<file path="src/rtl/stream_arb_pkg.sv">
// Shared FSM type and round-robin search helper for the QoS stream arbiter.
package stream_arb_pkg;

   typedef enum logic {
      ST_IDLE = 1'b0,
      ST_PKT  = 1'b1
   } arb_state_t;

   localparam int MAX_STREAMS = 16;

   // {found, index} of the first set bit of cand strictly after 'last', wrapping at n.
   function automatic logic [4:0] rr_first(
      input logic [MAX_STREAMS-1:0] cand,
      input logic [3:0]             last,
      input int                     n
   );
      logic [4:0] res;
      int         idx;
      res = '0;
      for (int k = MAX_STREAMS; k >= 1; k--) begin
         idx = int'(last) + k;
         if (idx >= n) idx = idx - n;
         if (k <= n && cand[idx[3:0]]) res = {1'b1, idx[3:0]};
      end
      return res;
   endfunction

endpackage

</file>
<file path="src/rtl/stream_arb_rr_pick.sv">
// Combinational winner selection: highest QoS among valid streams, QoS 0 ranks with the top
// level, ties broken round-robin after the last granted id.
module stream_arb_rr_pick
   import stream_arb_pkg::*;
#(
   parameter int STREAM_COUNT = 4,
   parameter int T_QOS__WIDTH = 4,
   parameter int T_ID___WIDTH = $clog2(STREAM_COUNT)
) (
   input  logic [STREAM_COUNT-1:0] i_valid,
   input  logic [T_QOS__WIDTH-1:0] i_qos [STREAM_COUNT],
   input  logic [T_ID___WIDTH-1:0] i_last_id,
   output logic [T_ID___WIDTH-1:0] o_grant_id,
   output logic                    o_found
);

   logic [T_QOS__WIDTH-1:0] w_max_qos;
   logic [STREAM_COUNT-1:0] w_cand;
   logic [4:0]              w_pick;

   always_comb begin
      w_max_qos = '0;
      for (int i = 0; i < STREAM_COUNT; i++) begin
         if (i_valid[i] && (i_qos[i] > w_max_qos)) w_max_qos = i_qos[i];
      end
      w_cand = '0;
      for (int i = 0; i < STREAM_COUNT; i++) begin
         w_cand[i] = i_valid[i] && ((i_qos[i] == w_max_qos) || (i_qos[i] == '0));
      end
   end

   assign w_pick     = rr_first(MAX_STREAMS'(w_cand), 4'(i_last_id), STREAM_COUNT);
   assign o_found    = w_pick[4];
   assign o_grant_id = T_ID___WIDTH'(w_pick[3:0]);

endmodule

</file>
<file path="src/rtl/stream_arbiter_qos_rr.sv">
// Packet-locked QoS / round-robin stream arbiter with a one-beat registered output stage.
// Define STREAM_ARB_BACK2BACK_EN to re-arbitrate on the last beat and drop the idle bubble.
//
//   state   | meaning
//   --------+-----------------------------------------------
//   ST_IDLE | no grant; arbitrate among valid streams
//   ST_PKT  | stream r_grant locked until its last beat is accepted
module stream_arbiter_qos_rr
   import stream_arb_pkg::*;
#(
   parameter int T_DATA_WIDTH = 8,
   parameter int T_QOS__WIDTH = 4,
   parameter int STREAM_COUNT = 4,
   parameter int T_ID___WIDTH = $clog2(STREAM_COUNT)
) (
   input  logic                    clk_i,
   input  logic                    rst_i,
   input  logic [T_DATA_WIDTH-1:0] s_data_i  [STREAM_COUNT],
   input  logic [T_QOS__WIDTH-1:0] s_qos_i   [STREAM_COUNT],
   input  logic [STREAM_COUNT-1:0] s_last_i,
   input  logic [STREAM_COUNT-1:0] s_valid_i,
   output logic [STREAM_COUNT-1:0] s_ready_o,
   output logic [T_DATA_WIDTH-1:0] m_data_o,
   output logic [T_QOS__WIDTH-1:0] m_qos_o,
   output logic [T_ID___WIDTH-1:0] m_id_o,
   output logic                    m_last_o,
   output logic                    m_valid_o,
   input  logic                    m_ready_i
);

   arb_state_t              r_state;
   arb_state_t              w_state_nxt;
   logic [T_ID___WIDTH-1:0] r_grant;       // doubles as the round-robin pointer
   logic [T_QOS__WIDTH-1:0] r_grant_qos;
   logic [STREAM_COUNT-1:0] w_pick_valid;
   logic [T_ID___WIDTH-1:0] w_pick_id;
   logic                    w_pick_found;
   logic                    w_out_free;
   logic                    w_accept;
   logic                    w_last_accept;
   logic                    w_load_grant;

   assign w_out_free = ~m_valid_o | m_ready_i;

`ifdef STREAM_ARB_BACK2BACK_EN
   // The locked stream's valid still belongs to its current packet, so it sits out the re-arbitration.
   always_comb begin
      w_pick_valid = s_valid_i;
      if (r_state == ST_PKT) w_pick_valid[r_grant] = 1'b0;
   end
`else
   assign w_pick_valid = s_valid_i;
`endif

   stream_arb_rr_pick #(
      .STREAM_COUNT (STREAM_COUNT),
      .T_QOS__WIDTH (T_QOS__WIDTH),
      .T_ID___WIDTH (T_ID___WIDTH)
   ) u_pick (
      .i_valid    (w_pick_valid),
      .i_qos      (s_qos_i),
      .i_last_id  (r_grant),
      .o_grant_id (w_pick_id),
      .o_found    (w_pick_found)
   );

   always_ff @(posedge clk_i or posedge rst_i) begin
      if (rst_i) r_state <= ST_IDLE;
      else       r_state <= w_state_nxt;
   end

   always_comb begin
      w_state_nxt  = r_state;
      w_load_grant = 1'b0;
      case (r_state)
         ST_IDLE: begin
            if (w_pick_found) begin
               w_state_nxt  = ST_PKT;
               w_load_grant = 1'b1;
            end
         end
         ST_PKT: begin
            if (w_last_accept) begin
`ifdef STREAM_ARB_BACK2BACK_EN
               if (w_pick_found) w_load_grant = 1'b1;
               else              w_state_nxt  = ST_IDLE;
`else
               w_state_nxt = ST_IDLE;
`endif
            end
         end
         default: w_state_nxt = ST_IDLE;
      endcase
   end

   always_comb begin
      s_ready_o = '0;
      if ((r_state == ST_PKT) && w_out_free) s_ready_o[r_grant] = 1'b1;
   end

   assign w_accept      = s_valid_i[r_grant] & s_ready_o[r_grant];
   assign w_last_accept = w_accept & s_last_i[r_grant];

   always_ff @(posedge clk_i or posedge rst_i) begin
      if (rst_i) begin
         r_grant     <= T_ID___WIDTH'(STREAM_COUNT - 1);
         r_grant_qos <= '0;
      end else if (w_load_grant) begin
         r_grant     <= w_pick_id;
         r_grant_qos <= s_qos_i[w_pick_id];
      end
   end

   // id/qos travel with each beat so a pending last beat keeps its tags across a new grant.
   always_ff @(posedge clk_i or posedge rst_i) begin
      if (rst_i) begin
         m_valid_o <= 1'b0;
         m_last_o  <= 1'b0;
         m_data_o  <= '0;
         m_id_o    <= '0;
         m_qos_o   <= '0;
      end else if (w_accept) begin
         m_valid_o <= 1'b1;
         m_last_o  <= s_last_i[r_grant];
         m_data_o  <= s_data_i[r_grant];
         m_id_o    <= r_grant;
         m_qos_o   <= r_grant_qos;
      end else if (m_ready_i) begin
         m_valid_o <= 1'b0;
      end
   end

endmodule

</file>
<file path="config.mk">
export PLATFORM = sky130hd
export DESIGN_NAME = stream_arbiter_qos_rr
export DESIGN_NICKNAME = d
export VERILOG_FILES = /design/src/rtl/stream_arb_pkg.sv /design/src/rtl/stream_arb_rr_pick.sv /design/src/rtl/stream_arbiter_qos_rr.sv
export SDC_FILE = /design/constraint.sdc
export NUM_CORES = 1
export LEC_CHECK = 0
export ABC_AREA = 1
export CORE_ASPECT_RATIO = 1.25
export CORE_MARGIN = 2
export CORE_UTILIZATION = 48
export CTS_BUF_LIST = sky130_fd_sc_hd__clkbuf_8
export DETAILED_ROUTE_END_ITERATION = 10
export PLACE_DENSITY_LB_ADDON = 0.12
export RECOVER_POWER = 100
export SLEW_MARGIN = 15
export SYNTH_ARGS = -nofsm -noshare
export SYNTH_HDL_FRONTEND = slang
export SYNTH_HIERARCHICAL = 1
export SYNTH_SLANG_ARGS = --single-unit
</file>
<file path="constraint.sdc">
create_clock -name clk_i -period 3 [get_ports clk_i]
set_input_delay 0.6 -clock clk_i [delete_from_list [all_inputs] [get_ports clk_i]]
set_output_delay 0.6 -clock clk_i [all_outputs]
set_load 0.1 [all_outputs]
</file>
# Word-level counts from Yosys, hierarchy flattened
# Index checks and enable logic that the tools add are counted.
[classes]
addsub = 8
magnitude_cmp = 16
n_eq_ne = 4
mux = 41
n_bitwise = 7
n_reduce_logical = 19
[ops]
columns = ["cell", "n"]
rows = [
  [">= comparator 32 x 4 -> 1 bit (second input constant)", 4],
  ["two-way mux 4 bit", 11],
  ["< comparator 4 x 5 -> 1 bit (second input constant)", 4],
  ["two-way mux 5 bit", 4],
  ["binary-select mux 1 bit (select 4 bit)", 4],
  ["binary-select mux 8 bit (select 2 bit)", 1],
  ["== test 4 bit", 4],
  ["zero test 4 bit", 4],
  ["two-way mux 8 bit", 2],
  ["subtractor 4 bit (second input constant)", 4],
  ["two-way mux 1 bit", 13],
  ["greater-than comparator 4 bit", 3],
  ["logical AND 1 bit", 10],
  ["binary-select mux 4 bit (select 2 bit)", 1],
  ["adder 2 x 2 -> 3 bit (second input constant)", 2],
  ["binary-select mux 1 bit (select 2 bit)", 3],
  [">= comparator 3 bit (second input constant)", 2],
  ["NOT 2 -> 3 bit", 2],
  ["adder 2 x 3 -> 4 bit (second input constant)", 1],
  ["greater-than comparator 4 x 1 -> 1 bit (second input constant)", 1],
  ["logical OR 1 bit", 4],
  ["adder 2 x 1 -> 3 bit (second input constant)", 1],
  ["< comparator 2 x 3 -> 1 bit (second input constant)", 1],
  ["AND 1 bit", 2],
  ["6 further kinds", 7],
]
[word_totals]
regBits = 23
inputBits = 59
output_inout_bits = 20
wordCells = 103

# Depth between registers and ports, before layout
[logic_depth]
ltp_word = 25
mapped_depth = 50
depth_no_buf = 49

# Modules after synthesis
# Netlist, hierarchy kept.
[by_module_without_submodules]
columns = ["mod", "instances", "cells_per_inst", "area_each_um2", "seq_area_each_um2"]
rows = [
  ["stream_arbiter_qos_rr", 1, 192, 1357.6, 578.1],
  ["stream_arb_rr_pick", 1, 240, 1315.0, 0.0],
]

# Least setup slack after synthesis
# Ideal clock, no wire load.
[synth_path]
path_kind = "input port to flip-flop"
start = "input s_qos_i[12] (netlist name)"
end = "register r_grant_qos[0]"
setup_time_ns = 0.139
t_arrival_ns = 4.887
required_ns = 2.861
path_slack_ns = -2.026
cell_stages = 40
path_buffers = 2
cell_sequence = "nor2_1 -> nand3_2 -> nand3_1 -> ha_1 -> nand2_1 -> inv_1 -> nand2_1 -> nand2_2 -> nand2_4 -> nand2_1 -> nand2_1 -> inv_1 -> ha_1 -> nand2_1 -> o21a_1 -> nand2_4 -> inv_6 -> nand2_2 -> [... 4 more ...] -> nand2_2 -> buf_6 -> nand3_2 -> nand3_1 -> nand2_1 -> nor2_1 -> nand2_1 -> nand2_1 -> nand3_1 -> nand3_2 -> nand3_2 -> o21ai_2 -> nand2_1 -> o21ai_1 -> buf_2 -> inv_2 -> o211ai_1 -> o221ai_1"
[synth_via]
elab_chain_cells = 25
word_cells_on_any_way = 43
classes_between = "order compare: 4; eq/ne: 4; mux: 21; bitwise: 1; reduce/logical: 13"
[synth_lines]
columns = ["element", "line_no", "source"]
rows = [
  ["from (decl)", "stream_arbiter_qos_rr.sv:19", "input logic [T_QOS__WIDTH-1:0] s_qos_i [STREAM_COUNT],"],
  ["greater-than comparator 4 x 1 -> 1 bit", "stream_arb_rr_pick.sv:24", "if (i_valid[i] && (i_qos[i] > w_max_qos)) w_max_qos = i_qos[i];"],
  ["logical AND 1 bit", "stream_arb_rr_pick.sv:24", ""],
  ["two-way mux 4 bit", "stream_arb_rr_pick.sv:24", ""],
  ["greater-than comparator 4 bit", "stream_arb_rr_pick.sv:24", ""],
  ["logical AND 1 bit", "stream_arb_rr_pick.sv:24", ""],
  ["two-way mux 4 bit", "stream_arb_rr_pick.sv:24", ""],
  ["greater-than comparator 4 bit", "stream_arb_rr_pick.sv:24", ""],
  ["logical AND 1 bit", "stream_arb_rr_pick.sv:24", ""],
  ["[... 7 more ...]", "-", ""],
  ["binary-select mux 1 bit (select 4 bit)", "stream_arb_pkg.sv:23", "if (k <= n && cand[idx[3:0]]) res = {1'b1, idx[3:0]};"],
  ["two-way mux 1 bit (implied by the code)", "stream_arb_pkg.sv:23", ""],
  ["two-way mux 5 bit (3 in a row)", "stream_arb_pkg.sv:23", ""],
  ["two-way mux 5 bit (*)", "stream_arb_pkg.sv:23", ""],
  ["net w_pick_id[0]", "stream_arbiter_qos_rr.sv:36", "logic [T_ID___WIDTH-1:0] w_pick_id;"],
  ["NOT 2 -> 3 bit (implied by the code) (*)", "stream_arbiter_qos_rr.sv:110", "r_grant_qos <= s_qos_i[w_pick_id];"],
  ["binary-select mux 4 bit (select 2 bit) (*)", "stream_arbiter_qos_rr.sv:110", ""],
  ["two-way mux 4 bit (implied by the code) (*) (2 in a row)", "stream_arbiter_qos_rr.sv:110", ""],
  ["to (signal assigned)", "stream_arbiter_qos_rr.sv:110", ""],
  ["to (decl)", "stream_arbiter_qos_rr.sv:34", "logic [T_QOS__WIDTH-1:0] r_grant_qos;"],
]
# The timed path passes the listed nets; every way through them passes the cells marked *. The select of a mux whose other input is x is not followed.
# A chain may end at the register's enable or synchronous reset.

# Worst setup path after layout
[layout_path]
start = "input s_valid_i[0]"
end = "register r_grant_qos[1]"
[layout_via]
elab_chain_cells = 24
word_cells_on_any_way = 41
classes_between = "order compare: 3; eq/ne: 4; mux: 21; bitwise: 1; reduce/logical: 12"
[layout_lines]
columns = ["element", "line_no", "source"]
rows = [
  ["from (decl)", "stream_arbiter_qos_rr.sv:21", "input logic [STREAM_COUNT-1:0] s_valid_i,"],
  ["logical AND 1 bit", "stream_arb_rr_pick.sv:24", ""],
  ["two-way mux 4 bit", "stream_arb_rr_pick.sv:24", ""],
  ["greater-than comparator 4 bit", "stream_arb_rr_pick.sv:24", ""],
  ["logical AND 1 bit", "stream_arb_rr_pick.sv:24", ""],
  ["two-way mux 4 bit", "stream_arb_rr_pick.sv:24", ""],
  ["greater-than comparator 4 bit", "stream_arb_rr_pick.sv:24", ""],
  ["logical AND 1 bit", "stream_arb_rr_pick.sv:24", ""],
  ["two-way mux 4 bit", "stream_arb_rr_pick.sv:24", ""],
  ["[... 6 more ...]", "-", ""],
  ["binary-select mux 1 bit (select 4 bit)", "stream_arb_pkg.sv:23", ""],
  ["two-way mux 1 bit (implied by the code)", "stream_arb_pkg.sv:23", ""],
  ["two-way mux 5 bit (3 in a row)", "stream_arb_pkg.sv:23", ""],
  ["two-way mux 5 bit (*)", "stream_arb_pkg.sv:23", ""],
  ["net w_pick_id[0]", "stream_arbiter_qos_rr.sv:36", ""],
  ["NOT 2 -> 3 bit (implied by the code) (*)", "stream_arbiter_qos_rr.sv:110", ""],
  ["binary-select mux 4 bit (select 2 bit) (*)", "stream_arbiter_qos_rr.sv:110", ""],
  ["two-way mux 4 bit (implied by the code) (*) (2 in a row)", "stream_arbiter_qos_rr.sv:110", ""],
]
# Marks and branches as above.

==> metrics.md <==
| Metric | Value |
|---|---|
| Post-synthesis register bit count | `23` |
| Post-place setup slack | `-2.89 ns` |
| Reg-to-reg setup timing slack | `0.35 ns` |
| Peak supply drop | `around 0.53 mV` |
| Setup ws final | `-2.81 ns` |
| # setup viols final | `7` |
| H-tree levels | `1` |
| ANT nets after route | `0` |
| Wire length per cell | `20.0 µm` |
| Via-to-Cell Ratio | `slightly above 6` |
| Status | `finished, violations left` |
| Startpoint types | `primary input` |
| CTS Sinks | `23` |
| Power Dens Cells | `861 mW/mm²` |
| Synth unique cells | `30` |
| GRT Residual Overflow | `0` |
| Pleak | `around 2.3 nW` |
| CTS Root Buffer Type | `clkbuf_8` |
| Area delta synth->final | `77.6%` |
| Num CTS Buffers | `3` |
| R2R depth | `10` |
| Critical path peak fanout | `8` |
| Port Buffer Count | `78` |
| Tot Pwr | `a little over 4 mW` |
| First drt pass iteration count | `11` |
| Setup crit end kind | `flop` |
| Final period util | `194%` |
| Critical path arrival | `6.00 ns` |
| Sequential Area | `578 µm²` |
| Final Skew | `0.00283 ns` |
| Initial Util | `about half` |
| Crit path time final | `5.81 ns` |
| Remaining DRCs | `0` |
| GRT Util Overall | `a little over a third` |
| Most common cell on crit path | `nand2_4` |
| Worst hold start | `m_id_o[0]$_DFFE_PP0P_` |
| Fmax | `about 170 MHz` |
| CTS max path bufs | `2` |
| Mean post-synth cell area | `6.19 µm²` |
| Worst-margin pin slew | `1.20 ns` |
| Die height | `roughly 90 µm` |
| Netlist area before placement | `0.00267 mm²` |
| Failing checks | `setup timing` |
| Seq/Total Area, Yosys | `approximately 22%` |
| Worst slew margin | `20.4%` |
| Total Nets Final | `approximately 670` |
| Worst hold path type | `flop to flop` |
| Wirelength, routed | `13100 µm` |
| CP max-delay cell | `clkdlybuf4s15_2` |
| R2r startpoint | `r_grant[0]$_DFFE_PP1P_` |
| Global-route wire length before repair | `17600 µm` |
| ANT cells | `0` |
| Layout cell share with drive strength beyond 1 | `38.2%` |
| Worst EP required | `3.19 ns` |
| Fin. Hold Viols | `0` |
| Max Cap Violations | `0` |
| Setup TNS Final | `-18.20 ns` |
| Cell Area, Placed | `0.00427 mm²` |
| Die width | `70.7 µm` |
| Area occupied by multi-input gates | `0.00240 mm²` |
| Vias in the first global route | `around 3800` |
| Final GP Congestion | `0.956` |
| Setup Crit Path Kind | `primary input to flop` |
| RSZ-0062 raised after global routing | `yes` |
| Worst Hold Path EP | `m_id_o[0]$_DFFE_PP0P_` |
| Die area | `0.00618 mm²` |
| Largest net degree at the start of global routing | `31` |
| FP Rows | `30` |
| Slew Limit Fails | `0` |
| CTS tree | `built` |
| Kind of cell adding the most delay to the critical path | `simple AND/OR/NAND/NOR gates` |
| Total number of yosys warnings | `6` |
| Buffers plus inverters on the worst setup path | `7` |
| Post-Syn Nets | `506` |
| Clock Latency Late Sink | `about 0.26 ns` |
| Antenna violations before repair | `0` |
| Worst hold path depth | `2` |
| Syn Inst Count | `432` |
| Reg2reg end | `m_data_o[1]$_DFFE_PP0P_` |
| Num ports | `79` |
| Core area | `between 0.005 and 0.006 mm²` |
| Final Cell Area | `around 0.0047 mm²` |
| Initial DRC Count | `around 440` |
| Critical Path Max Stage Delay | `0.34 ns` |
| Filler Cell Count | `301` |
| Post-DP HPWL | `8130 µm` |
| Clock slew at reported path FFs | `0.08 ns` |
| Via Count | `4038` |
| Util after Layout | `87.8%` |
tightest hold or removal path, cell delays in order, from the launching register on:
cell	delay [ns]
dfrtp_1	0.35
nand2_1	0.05
o21ai_0	0.06
per-layer routing:
layer  vias up  wire length [µm]  share of wire [%]  GRT usage (%)
met5         -                 0                  0              0
met2       337              6400                 49           69.8
met3       140              1280                9.8           5.56
li1       1757                 -                  -              -
met1      1804              4100                 31           34.7
met4         0              1310                 10           21.6
layout make-up:
type                            instances  share of cell area, %
Timing Repair Buffer                  166                   29.9
Multi-Input combinational cell        343                   50.5
Timing Repair inverter                  1                  0.105
Inverter                               54                   4.69
Sequential cell                        23                   12.2
Clock inverter                          1                  0.105
Clock buffer                            3                  0.870
Tap cell                               64                   1.69
state kept, by name, indices dropped and copies added (netlist names):
signal       count
m_data_o         8
r_grant_qos      4
m_id_o           2
m_last_o         1
r_state          1
m_valid_o        1
m_qos_o          4
r_grant          2
through the flow:
stage                     hold WS, ns  cells
after floorplan                 0.470    432
after global placement          0.466    633
after detailed placement        0.468    633
after CTS                       0.488    648
after global routing            0.504    655
final                           0.484    655
worst max-delay path by stage:
stage	cells past startpoint	from	slack, ns	to
after floorplan	41	s_qos_i[13]	-1.92	r_grant_qos[0]$_DFFE_PP0P_
after global placement	40	s_qos_i[15]	-2.79	r_grant_qos[0]$_DFFE_PP0P_
after detailed placement	41	s_qos_i[15]	-2.89	r_grant_qos[0]$_DFFE_PP0P_
after CTS	39	s_qos_i[12]	-2.19	r_grant_qos[0]$_DFFE_PP0P_
after global routing	42	s_qos_i[13]	-2.86	r_grant_qos[3]$_DFFE_PP0P_
final	44	s_valid_i[0]	-2.81	r_grant_qos[1]$_DFFE_PP0P_
report_power, final:
group | leakage, nW | internal (mW) | total (mW) | switching, mW
Sequential | 0.283 | 0.466 | 0.537 | 0.0710
Combinational | 2.03 | 1.02 | 3.36 | 2.34
Clock | 0.0255 | 0.0926 | 0.186 | 0.0937
synthesized netlist by cell type, drive strengths merged:
master / instances / area, µm²
nand2: 148 / 611
nand3: 100 / 576
inv: 54 / 208
o21ai: 24 / 124
dfrtp: 21 / 526
nor2: 20 / 85.1
ha: 15 / 188
nand4: 15 / 93.8
buf: 9 / 66.3
a21oi: 6 / 30.0
nor3: 4 / 20.0
clkbuf: 3 / 11.3
dfstp: 2 / 52.6
nand3b: 2 / 15.0
o211ai: 2 / 15.0
o21a: 2 / 15.0
o221ai: 2 / 17.5
or2: 2 / 12.5
o21bai: 1 / 7.51
placed cells by master, fill, tap and decap left out, types with 14 or more instances in the layout:
| master | synthesis | routed |
|---|---|---|
| nand2_2 | 10 | 21 |
| nand2_4 | 4 | 18 |
| nand4_1 | 15 | 15 |
| nand2_1 | 134 | 108 |
| nand3_4 | 0 | 15 |
| nand3_1 | 85 | 66 |
| buf_4 | 1 | 81 |
| nand3_2 | 15 | 19 |
| clkdlybuf4s50_1 | 0 | 48 |
| inv_2 | 12 | 14 |
| inv_1 | 41 | 36 |
| nor2_1 | 18 | 16 |
| dfrtp_1 | 21 | 21 |
| clkbuf_1 | 3 | 16 |
logic make-up (layout without fill, tap and decap cells):
group | after synthesis | in the layout | share of synthesized area, %
buf+inv | 66 | 225 | 10.7
fa+ha+maj | 15 | 15 | 7.02
compound gates | 37 | 37 | 7.82
simple gates | 291 | 291 | 52.9
flops | 23 | 23 | 21.6
repair_timing:
item                       CTS  global route
gates cloned                 1             2
resized for setup           85            28
setup endpoints to repair    7             7
pin swaps                   44            29
hold buffers                 0             0
buffers inserted            10             5
Note: power is estimated with default switching activity, not from simulation.
